$ cat src/rtl/hyperram_frame_sequencer_if.sv
// Bus bundle between the frame sequencer and its neighbours: the DVP capture
// FIFO, the HyperRAM memory-op engine, the debug UART TX and the status lines.
interface hyperram_frame_sequencer_if #(
   parameter int DATA_W = 128,
   parameter int ADDR_W = 23,
   parameter int SLOT_W = 1
);
   logic              iEn;
   logic              oFifoRdEn;
   logic [DATA_W-1:0] iFifoData;
   logic              iFifoEmpty;
   logic              iFrmDone;
   logic [31:0]       iFrmBytes;
   logic              oOpEn;
   logic [2:0]        oOpReq;
   logic [ADDR_W-1:0] oOpAddr;
   logic [DATA_W-1:0] oOpData;
   logic [DATA_W-1:0] iOpRdData;
   logic              iOpDone;
   logic              oTxEn;
   logic [7:0]        oTxData;
   logic              iTxDone;
   logic [SLOT_W-1:0] oSlot;
   logic [15:0]       oFrmCnt;
   logic              oOverflow;
   logic              oUploadDone;

   // Sequencer side
   modport master (
      input  iEn, iFifoData, iFifoEmpty, iFrmDone, iFrmBytes,
             iOpRdData, iOpDone, iTxDone,
      output oFifoRdEn, oOpEn, oOpReq, oOpAddr, oOpData,
             oTxEn, oTxData, oSlot, oFrmCnt, oOverflow, oUploadDone
   );

   // Environment side (FIFO, op engine, UART, status consumer)
   modport slave (
      output iEn, iFifoData, iFifoEmpty, iFrmDone, iFrmBytes,
             iOpRdData, iOpDone, iTxDone,
      input  oFifoRdEn, oOpEn, oOpReq, oOpAddr, oOpData,
             oTxEn, oTxData, oSlot, oFrmCnt, oOverflow, oUploadDone
   );
endinterface

$ cat src/rtl/hyperram_frame_sequencer.sv
// Multi-slot HyperRAM frame sequencer. Drains an FWFT camera FIFO into a ring
// of frame slots through the memory-op engine and, when UPLOAD_EN is set,
// reads each closed frame back and streams it MSB-first to the debug UART.
module hyperram_frame_sequencer #(
   parameter int DATA_W      = 128,
   parameter int WORD_W      = 16,
   parameter int ADDR_W      = 23,
   parameter int FRAME_SLOTS = 2,
   parameter int SLOT_WORDS  = 2097152,
   parameter int UPLOAD_EN   = 1
) (
   input  logic                        iClk,
   input  logic                        iRst,
   hyperram_frame_sequencer_if.master  bus
);

   localparam int          SLOT_W        = (FRAME_SLOTS > 1) ? $clog2(FRAME_SLOTS) : 1;
   localparam int          BEAT_WORDS    = DATA_W / WORD_W;
   localparam int          BEAT_BYTES    = DATA_W / 8;
   localparam logic [31:0] BEAT_WORDS_32 = 32'(BEAT_WORDS);
   localparam logic [31:0] SLOT_WORDS_32 = 32'(SLOT_WORDS);
   localparam logic [31:0] SLOT_BYTES    = 32'((longint'(SLOT_WORDS) * WORD_W) / 8);
   localparam logic [15:0] BEAT_BYTES_16 = 16'(BEAT_BYTES);
   localparam logic [2:0]  OP_WR         = 3'b100;
   localparam logic [2:0]  OP_RD         = 3'b011;

   typedef enum logic [2:0] {
      IDLE, FETCH, WRITE, DISCARD, CLOSE, READ, TX, TX_GAP
   } state_t;

   state_t              state;
   logic [SLOT_W-1:0]   slot;
   logic                frm_pend;
   logic [31:0]         wr_off;
   logic [31:0]         rd_off;
   logic [31:0]         byte_cnt;
   logic [31:0]         frm_bytes;
   logic [15:0]         beat_byte;
   logic [DATA_W-1:0]   shreg;

   logic                fifo_rd_en;
   logic                op_en;
   logic [2:0]          op_req;
   logic [ADDR_W-1:0]   op_addr;
   logic [DATA_W-1:0]   op_data;
   logic                tx_en;
   logic [7:0]          tx_data;
   logic [15:0]         frm_cnt;
   logic                overflow;
   logic                upload_done;

   logic [ADDR_W-1:0]   slot_base;
   logic [31:0]         close_bytes;

   // Frame byte count clamped to what a slot can actually hold.
   function automatic logic [31:0] clamp_bytes(input logic [31:0] b);
      return (b > SLOT_BYTES) ? SLOT_BYTES : b;
   endfunction

   // Ring-buffer successor of a slot index.
   function automatic logic [SLOT_W-1:0] next_slot(input logic [SLOT_W-1:0] s);
      return (s == SLOT_W'(FRAME_SLOTS - 1)) ? '0 : s + 1'b1;
   endfunction

   assign slot_base   = ADDR_W'(slot) * ADDR_W'(SLOT_WORDS);
   assign close_bytes = clamp_bytes(bus.iFrmBytes);

   // Sequencer FSM with registered outputs; frame-done latch rides along.
   always_ff @(posedge iClk or posedge iRst) begin
      if (iRst) begin
         state       <= IDLE;
         slot        <= '0;
         frm_pend    <= 1'b0;
         wr_off      <= '0;
         rd_off      <= '0;
         byte_cnt    <= '0;
         frm_bytes   <= '0;
         beat_byte   <= '0;
         shreg       <= '0;
         fifo_rd_en  <= 1'b0;
         op_en       <= 1'b0;
         op_req      <= '0;
         op_addr     <= '0;
         op_data     <= '0;
         tx_en       <= 1'b0;
         tx_data     <= '0;
         frm_cnt     <= '0;
         overflow    <= 1'b0;
         upload_done <= 1'b0;
      end else if (!bus.iEn) begin
         // Frozen; one-cycle strobes must not stretch or the FIFO would over-pop.
         fifo_rd_en  <= 1'b0;
         upload_done <= 1'b0;
      end else begin
         fifo_rd_en  <= 1'b0;
         upload_done <= 1'b0;
         if (bus.iFrmDone) frm_pend <= 1'b1;

         case (state)
            IDLE: begin
               wr_off <= '0;
               state  <= FETCH;
            end

            FETCH: begin
               if (!bus.iFifoEmpty) begin
                  fifo_rd_en <= 1'b1;
                  if (wr_off + BEAT_WORDS_32 > SLOT_WORDS_32) begin
                     // Slot full: pop and drop so capture is never stalled.
                     overflow <= 1'b1;
                     state    <= DISCARD;
                  end else begin
                     op_data <= bus.iFifoData;
                     op_en   <= 1'b1;
                     op_req  <= OP_WR;
                     op_addr <= slot_base + ADDR_W'(wr_off);
                     state   <= WRITE;
                  end
               end else if (frm_pend) begin
                  state <= CLOSE;
               end
            end

            WRITE: begin
               if (bus.iOpDone) begin
                  op_en  <= 1'b0;
                  wr_off <= wr_off + BEAT_WORDS_32;
                  state  <= FETCH;
               end
            end

            // Lets the pop land before the FIFO empty flag is looked at again.
            DISCARD: state <= FETCH;

            CLOSE: begin
               // A done pulse in this very cycle belongs to the next frame.
               frm_pend  <= bus.iFrmDone;
               frm_cnt   <= frm_cnt + 16'd1;
               frm_bytes <= close_bytes;
               byte_cnt  <= '0;
               rd_off    <= '0;
               if (UPLOAD_EN != 0) begin
                  if (close_bytes == '0) begin
                     upload_done <= 1'b1;
                     slot        <= next_slot(slot);
                     state       <= IDLE;
                  end else begin
                     op_en   <= 1'b1;
                     op_req  <= OP_RD;
                     op_addr <= slot_base;
                     state   <= READ;
                  end
               end else begin
                  slot  <= next_slot(slot);
                  state <= IDLE;
               end
            end

            READ: begin
               if (bus.iOpDone) begin
                  op_en     <= 1'b0;
                  shreg     <= bus.iOpRdData;
                  tx_data   <= bus.iOpRdData[DATA_W-1 -: 8];
                  tx_en     <= 1'b1;
                  beat_byte <= '0;
                  state     <= TX;
               end
            end

            TX: begin
               if (bus.iTxDone) begin
                  tx_en     <= 1'b0;
                  shreg     <= shreg << 8;
                  byte_cnt  <= byte_cnt + 32'd1;
                  beat_byte <= beat_byte + 16'd1;
                  state     <= TX_GAP;
               end
            end

            TX_GAP: begin
               if (byte_cnt >= frm_bytes) begin
                  upload_done <= 1'b1;
                  slot        <= next_slot(slot);
                  state       <= IDLE;
               end else if (beat_byte >= BEAT_BYTES_16) begin
                  rd_off  <= rd_off + BEAT_WORDS_32;
                  op_en   <= 1'b1;
                  op_req  <= OP_RD;
                  op_addr <= slot_base + ADDR_W'(rd_off + BEAT_WORDS_32);
                  state   <= READ;
               end else begin
                  tx_data <= shreg[DATA_W-1 -: 8];
                  tx_en   <= 1'b1;
                  state   <= TX;
               end
            end

            default: state <= IDLE;
         endcase
      end
   end

   assign bus.oFifoRdEn   = fifo_rd_en;
   assign bus.oOpEn       = op_en;
   assign bus.oOpReq      = op_req;
   assign bus.oOpAddr     = op_addr;
   assign bus.oOpData     = op_data;
   assign bus.oTxEn       = tx_en;
   assign bus.oTxData     = tx_data;
   assign bus.oSlot       = slot;
   assign bus.oFrmCnt     = frm_cnt;
   assign bus.oOverflow   = overflow;
   assign bus.oUploadDone = upload_done;

endmodule

$ cat src/flat_wrapper.sv
// flat-port wrapper written by rule: the top's interface ports become plain ports
module hyperram_frame_sequencer_flat 
#(
   parameter int DATA_W      = 128,
   parameter int WORD_W      = 16,
   parameter int ADDR_W      = 23,
   parameter int FRAME_SLOTS = 2,
   parameter int SLOT_WORDS  = 2097152,
   parameter int UPLOAD_EN   = 1
)
  (iClk, iRst, bus_iEn, bus_iFifoData, bus_iFifoEmpty, bus_iFrmDone, bus_iFrmBytes, bus_iOpRdData, bus_iOpDone, bus_iTxDone, bus_oFifoRdEn, bus_oOpEn, bus_oOpReq, bus_oOpAddr, bus_oOpData, bus_oTxEn, bus_oTxData, bus_oSlot, bus_oFrmCnt, bus_oOverflow, bus_oUploadDone);
  hyperram_frame_sequencer_if #(.DATA_W(DATA_W), .ADDR_W(ADDR_W), .SLOT_W(1)) bus_i ();
  input  logic iClk;
  input  logic iRst;
  input wire logic [$bits(bus_i.iEn)-1:0] bus_iEn;
  input wire logic [$bits(bus_i.iFifoData)-1:0] bus_iFifoData;
  input wire logic [$bits(bus_i.iFifoEmpty)-1:0] bus_iFifoEmpty;
  input wire logic [$bits(bus_i.iFrmDone)-1:0] bus_iFrmDone;
  input wire logic [$bits(bus_i.iFrmBytes)-1:0] bus_iFrmBytes;
  input wire logic [$bits(bus_i.iOpRdData)-1:0] bus_iOpRdData;
  input wire logic [$bits(bus_i.iOpDone)-1:0] bus_iOpDone;
  input wire logic [$bits(bus_i.iTxDone)-1:0] bus_iTxDone;
  output wire logic [$bits(bus_i.oFifoRdEn)-1:0] bus_oFifoRdEn;
  output wire logic [$bits(bus_i.oOpEn)-1:0] bus_oOpEn;
  output wire logic [$bits(bus_i.oOpReq)-1:0] bus_oOpReq;
  output wire logic [$bits(bus_i.oOpAddr)-1:0] bus_oOpAddr;
  output wire logic [$bits(bus_i.oOpData)-1:0] bus_oOpData;
  output wire logic [$bits(bus_i.oTxEn)-1:0] bus_oTxEn;
  output wire logic [$bits(bus_i.oTxData)-1:0] bus_oTxData;
  output wire logic [$bits(bus_i.oSlot)-1:0] bus_oSlot;
  output wire logic [$bits(bus_i.oFrmCnt)-1:0] bus_oFrmCnt;
  output wire logic [$bits(bus_i.oOverflow)-1:0] bus_oOverflow;
  output wire logic [$bits(bus_i.oUploadDone)-1:0] bus_oUploadDone;
  assign bus_i.iEn = bus_iEn;
  assign bus_i.iFifoData = bus_iFifoData;
  assign bus_i.iFifoEmpty = bus_iFifoEmpty;
  assign bus_i.iFrmDone = bus_iFrmDone;
  assign bus_i.iFrmBytes = bus_iFrmBytes;
  assign bus_i.iOpRdData = bus_iOpRdData;
  assign bus_i.iOpDone = bus_iOpDone;
  assign bus_i.iTxDone = bus_iTxDone;
  assign bus_oFifoRdEn = bus_i.oFifoRdEn;
  assign bus_oOpEn = bus_i.oOpEn;
  assign bus_oOpReq = bus_i.oOpReq;
  assign bus_oOpAddr = bus_i.oOpAddr;
  assign bus_oOpData = bus_i.oOpData;
  assign bus_oTxEn = bus_i.oTxEn;
  assign bus_oTxData = bus_i.oTxData;
  assign bus_oSlot = bus_i.oSlot;
  assign bus_oFrmCnt = bus_i.oFrmCnt;
  assign bus_oOverflow = bus_i.oOverflow;
  assign bus_oUploadDone = bus_i.oUploadDone;
  hyperram_frame_sequencer #(.DATA_W(DATA_W), .WORD_W(WORD_W), .ADDR_W(ADDR_W), .FRAME_SLOTS(FRAME_SLOTS), .SLOT_WORDS(SLOT_WORDS), .UPLOAD_EN(UPLOAD_EN)) u_core (.iClk(iClk), .iRst(iRst), .bus(bus_i));
endmodule
$ cat config.mk
export PLATFORM = sky130hd
export DESIGN_NAME = hyperram_frame_sequencer_flat
export DESIGN_NICKNAME = d
export VERILOG_FILES = /design/src/rtl/hyperram_frame_sequencer_if.sv /design/src/rtl/hyperram_frame_sequencer.sv /design/src/flat_wrapper.sv
export SDC_FILE = /design/constraint.sdc
export NUM_CORES = 1
export LEC_CHECK = 0
export CAP_MARGIN = 10
export CORE_AREA = 3 3 211 213
export DETAILED_ROUTE_END_ITERATION = 10
export DIE_AREA = 0 0 214 216
export PLACE_DENSITY = 0.79
export SLEW_MARGIN = 20
export SYNTH_ARGS = -nofsm -noshare
export SYNTH_HDL_FRONTEND = slang
export SYNTH_SLANG_ARGS = --single-unit
$ cat constraint.sdc
create_clock -name iClk -period 18.5 [get_ports iClk]
set_clock_uncertainty 0.15 [all_clocks]
set_input_delay 2.775 -clock iClk [delete_from_list [all_inputs] [get_ports iClk]]
set_output_delay 2.775 -clock iClk [all_outputs]
set_load 0.01 [all_outputs]
==> flow_summary.rst <==
.. list-table::
   :header-rows: 1

   * - Metric
     - Value
   * - Register bit total from synthesis
     - 441
   * - Sw frac
     - 33.02%
   * - Final HPWL DP
     - 41,740 µm
   * - Fmax achieved
     - 0.1587 GHz
   * - Top cell family by delay on the critical path
     - buffers and inverters
   * - First-pass GRT wire length
     - 94,500 µm
   * - Period utilisation layout
     - 34.05%
   * - Power density relative to cell area
     - 115.2 mW/mm²
   * - Comb power frac
     - 29.2%
   * - CTS Buf Count
     - 47
   * - Slowest cell on crit path
     - sky130_fd_sc_hd__buf_4
   * - DIE AREA
     - 0.04622 mm²
   * - Placeable core area
     - 0.04289 mm²
   * - Clock transition time at the flip-flop clock pins of the worst setup and hold paths
     - 0.06 ns
   * - Async set or reset register ratio after synthesis
     - 100.0%
   * - Final global-route overflow total
     - 0
   * - Post-route cell area
     - 0.02785 mm²
   * - Cell variety after synth
     - 71
   * - Outcome
     - finished, final reports clean
   * - Final setup violation count
     - 0
   * - Buffers inserted by post-CTS timing repair
     - 0
   * - Final-stage net count
     - 2,861
   * - Number of instances in the placed design
     - 3,061
   * - Final instance count without filler cells
     - 3,142
   * - Port bufs
     - 475
   * - Chip Width
     - 214 µm
   * - Kind of critical path
     - input port to flop
   * - Logic depth of the worst register-to-register path
     - 11
   * - Setup repair after global routing missed its margin
     - false
   * - Number of warnings issued by yosys
     - 0
   * - Largest net degree at the start of global routing
     - 131
   * - Instance count on the critical path
     - 8
   * - Worst Path Required
     - 18.84 ns
   * - Cell leakage power
     - 12.24 nW
   * - Largest driver fanout on the critical path
     - 121
   * - Portion of total power attributed to sequential cells
     - 41.4%
   * - Fraction of post-synthesis cell area in the top cell type by area
     - 51.83%
   * - Avg WL per Cell
     - 18.84 µm
   * - Peak ir drop on the vdd network
     - 0.1065 mV
   * - Global router's overall resource usage
     - 25.19%
   * - Clock network fraction of total power
     - 29.4%
   * - Synthesized area per cell
     - 10.10 µm²
   * - Launch instance of the worst register-to-register path
     - u_core.wr_off[3]
   * - Crit path launch type
     - input port
   * - Sink count of the clock tree
     - 441
   * - Final estimated routing congestion in global placement
     - 0.9016
   * - MaxCap Viol Count
     - 0
   * - Number of enable-type register cells in the synthesized netlist
     - 0
   * - Layout filler cell count
     - 3,322
   * - Number of instances in the synthesized netlist
     - 2,109
   * - Sequential standard cell area
     - 0.01104 mm²
   * - CP cell instances
     - clkdlybuf4s50_1 > nand2_1 > nor3_1 > or2_4 > buf_6 > buf_4 > nor2_1 > a31oi_1
   * - Worst slew margin relative to its limit
     - 27.59%
   * - CTS root buffer
     - sky130_fd_sc_hd__clkbuf_16
   * - Number of global-route vias before repair
     - 17,070
   * - Area of the mapped netlist
     - 0.02129 mm²
   * - Slew @ Worst Pin
     - 1.082 ns
   * - Detailed-router iteration count before antenna repair
     - 5
   * - Largest area contributor in the synthesized netlist
     - sky130_fd_sc_hd__dfrtp_1
   * - TritonCTS clock tree
     - done
   * - Maximum buffer depth of the clock tree
     - 3
   * - Total number of vias
     - 17,310
   * - Ranking of synthesized cells by instance count
     - sky130_fd_sc_hd__dfrtp_1 (441), sky130_fd_sc_hd__nand2_1 (400), sky130_fd_sc_hd__nor2_1 (225), sky130_fd_sc_hd__a31oi_1 (130), sky130_fd_sc_hd__clkbuf_1 (101)
   * - R2r setup slk
     - 13.05 ns
   * - Hold violation total from the final report
     - 0
   * - Worst Setup SP
     - bus_iEn
   * - Pint
     - 0.002149 W
   * - Post-detailed-placement cell area
     - 0.02626 mm²
   * - Period minus WS final
     - 6.299 ns
   * - Antenna-violating nets left
     - 0
   * - PnR Total Power
     - 0.003209 W
   * - Number of antenna violations at the first check in global routing
     - 0
   * - # resized after CTS
     - 0
   * - Critical path buffer and inverter count
     - 3
   * - Capturing element type of the critical path
     - flop
   * - Net switching component of the power
     - 0.001060 W
   * - Fraction of final layout cells sized beyond drive strength 1
     - 9.855%
   * - Crit-path max cell delay
     - 0.93 ns
   * - Setup Total Neg Slack
     - 0 ns
   * - H-tree depth
     - 2
   * - Std cell rows
     - 76
   * - Initial core utilization
     - 49.64%
   * - Hold-fix buffer count after cts
     - 0
   * - Hold WC Path Type
     - flop to flop
   * - Commonest register cell after synthesis
     - sky130_fd_sc_hd__dfrtp_1
   * - Clk Latency, worst-skew pair
     - 0.58 ns
   * - Total Routed Length
     - 59,180 µm
   * - Crit path arrival time
     - 6.64 ns
   * - Initial detailed-routing violation count
     - 1,802
   * - Slew Limit Fails
     - 0
   * - Number of antenna diodes
     - 0
   * - Die Ht
     - 216 µm
   * - Area growth from synthesis to layout
     - 30.81%
   * - Share of the yosys chip area belonging to registers
     - 51.83%
   * - Post-DR vias/cell
     - 5.508
   * - Most repeated cell in the gate-level netlist after synthesis
     - sky130_fd_sc_hd__dfrtp_1
   * - I/O pin count
     - 479
   * - Area used by multi-input combinational logic
     - 0.009368 mm²
   * - DRC violation count after routing
     - 0
   * - Area contributors post-synth
     - sky130_fd_sc_hd__dfrtp_1 (52%), sky130_fd_sc_hd__nand2_1 (7.1%), sky130_fd_sc_hd__mux2_4 (6.9%)
   * - Crit path to
     - u_core.shreg[92]
   * - Worst R2R End
     - u_core.bus.oOpData[17]
## area by class of cell
cell class,instances,area share [%]
clock buffers,69,4.924
clock inverters,10,0.5481
inverters,56,0.7817
multi-input cells,1482,33.64
flip-flops and latches,441,39.62
well taps,585,2.628
repair buffers,499,17.86
## logic make-up after synthesis
logic type	Yosys count	share of synthesized area [%]
adder cells (fa/ha/maj)	39	2.292
other	1	0.01761
multiplexers	161	10.21
AND/OR/NAND/NOR	845	17.31
AO/OA/AOI/OAI	355	10.63
buffers and inverters	188	4.460
flip-flops	441	51.83
XOR/XNOR	79	3.250
## layer usage
| metal | wire [µm] | track usage [%] |
|---|---|---|
| met3 | 3606 | 5.013 |
| met2 | 28140 | 41.06 |
| met1 | 25080 | 33.40 |
| met4 | 2358 | 9.913 |
| met5 | 0 | 0 |
## registers in the layout (all words and copies together) (netlist names), 16 cells and up
signal              flops
u_core.beat_byte       16
u_core.bus.oFrmCnt     16
u_core.byte_cnt        32
u_core.rd_off          20
u_core.bus.oOpData    128
u_core.wr_off          29
u_core.frm_bytes       32
u_core.shreg          128
u_core.bus.oOpAddr     20
## stage by stage
step           hold WS (ns)  setup WS [ns]  util, %
3_5_place_dp         0.3228          11.53    61.24
2_1_floorplan        0.2998          3.288        -
3_3_place_gp         0.3128          11.71    61.23
4_1_cts              0.3386          12.10    64.79
6_report             0.3332          12.20    64.94
5_1_grt              0.3590          11.81    64.94
## layout by cell type, fill, tap and decap left out, drive strengths merged, types with 22 or more instances in the layout
cell type        n
clkdlybuf4s50  475
dfrtp          441
nand2          400
nor2           225
mux2           155
a31oi          130
o21ai           92
clkbuf          69
nand3           61
inv             55
xor2            48
a21oi           43
ha              39
nand4           33
xnor2           31
nor3            30
o31ai           24
buf             24
and3            22
## worst min-delay path by stage
stage / start / to / slack (ns) / cells past startpoint
after global placement: u_core.bus.oFrmCnt[15] / u_core.bus.oFrmCnt[15] / 0.31 / 1
final: u_core.bus.oOpAddr[9] / u_core.bus.oOpAddr[9] / 0.33 / 1
after global routing: u_core.bus.oFrmCnt[15] / u_core.bus.oFrmCnt[15] / 0.36 / 1
after floorplan: u_core.frm_bytes[22] / u_core.frm_bytes[22] / 0.30 / 2
after detailed placement: u_core.bus.oOverflow / u_core.bus.oOverflow / 0.32 / 1
after CTS: u_core.bus.oOpAddr[9] / u_core.bus.oOpAddr[9] / 0.34 / 1
## power by group through the flow
stage          Sequential [W]  Clock [W]  Combinational [W]
6_report              0.00133   0.000944           0.000937
5_1_grt               0.00135    0.00100            0.00105
4_1_cts               0.00133   0.000967           0.000939
3_5_place_dp          0.00134          0           0.000934
3_3_place_gp          0.00133          0           0.000902
2_1_floorplan         0.00132          0           0.000586
Power figures use the tool's default switching activity.
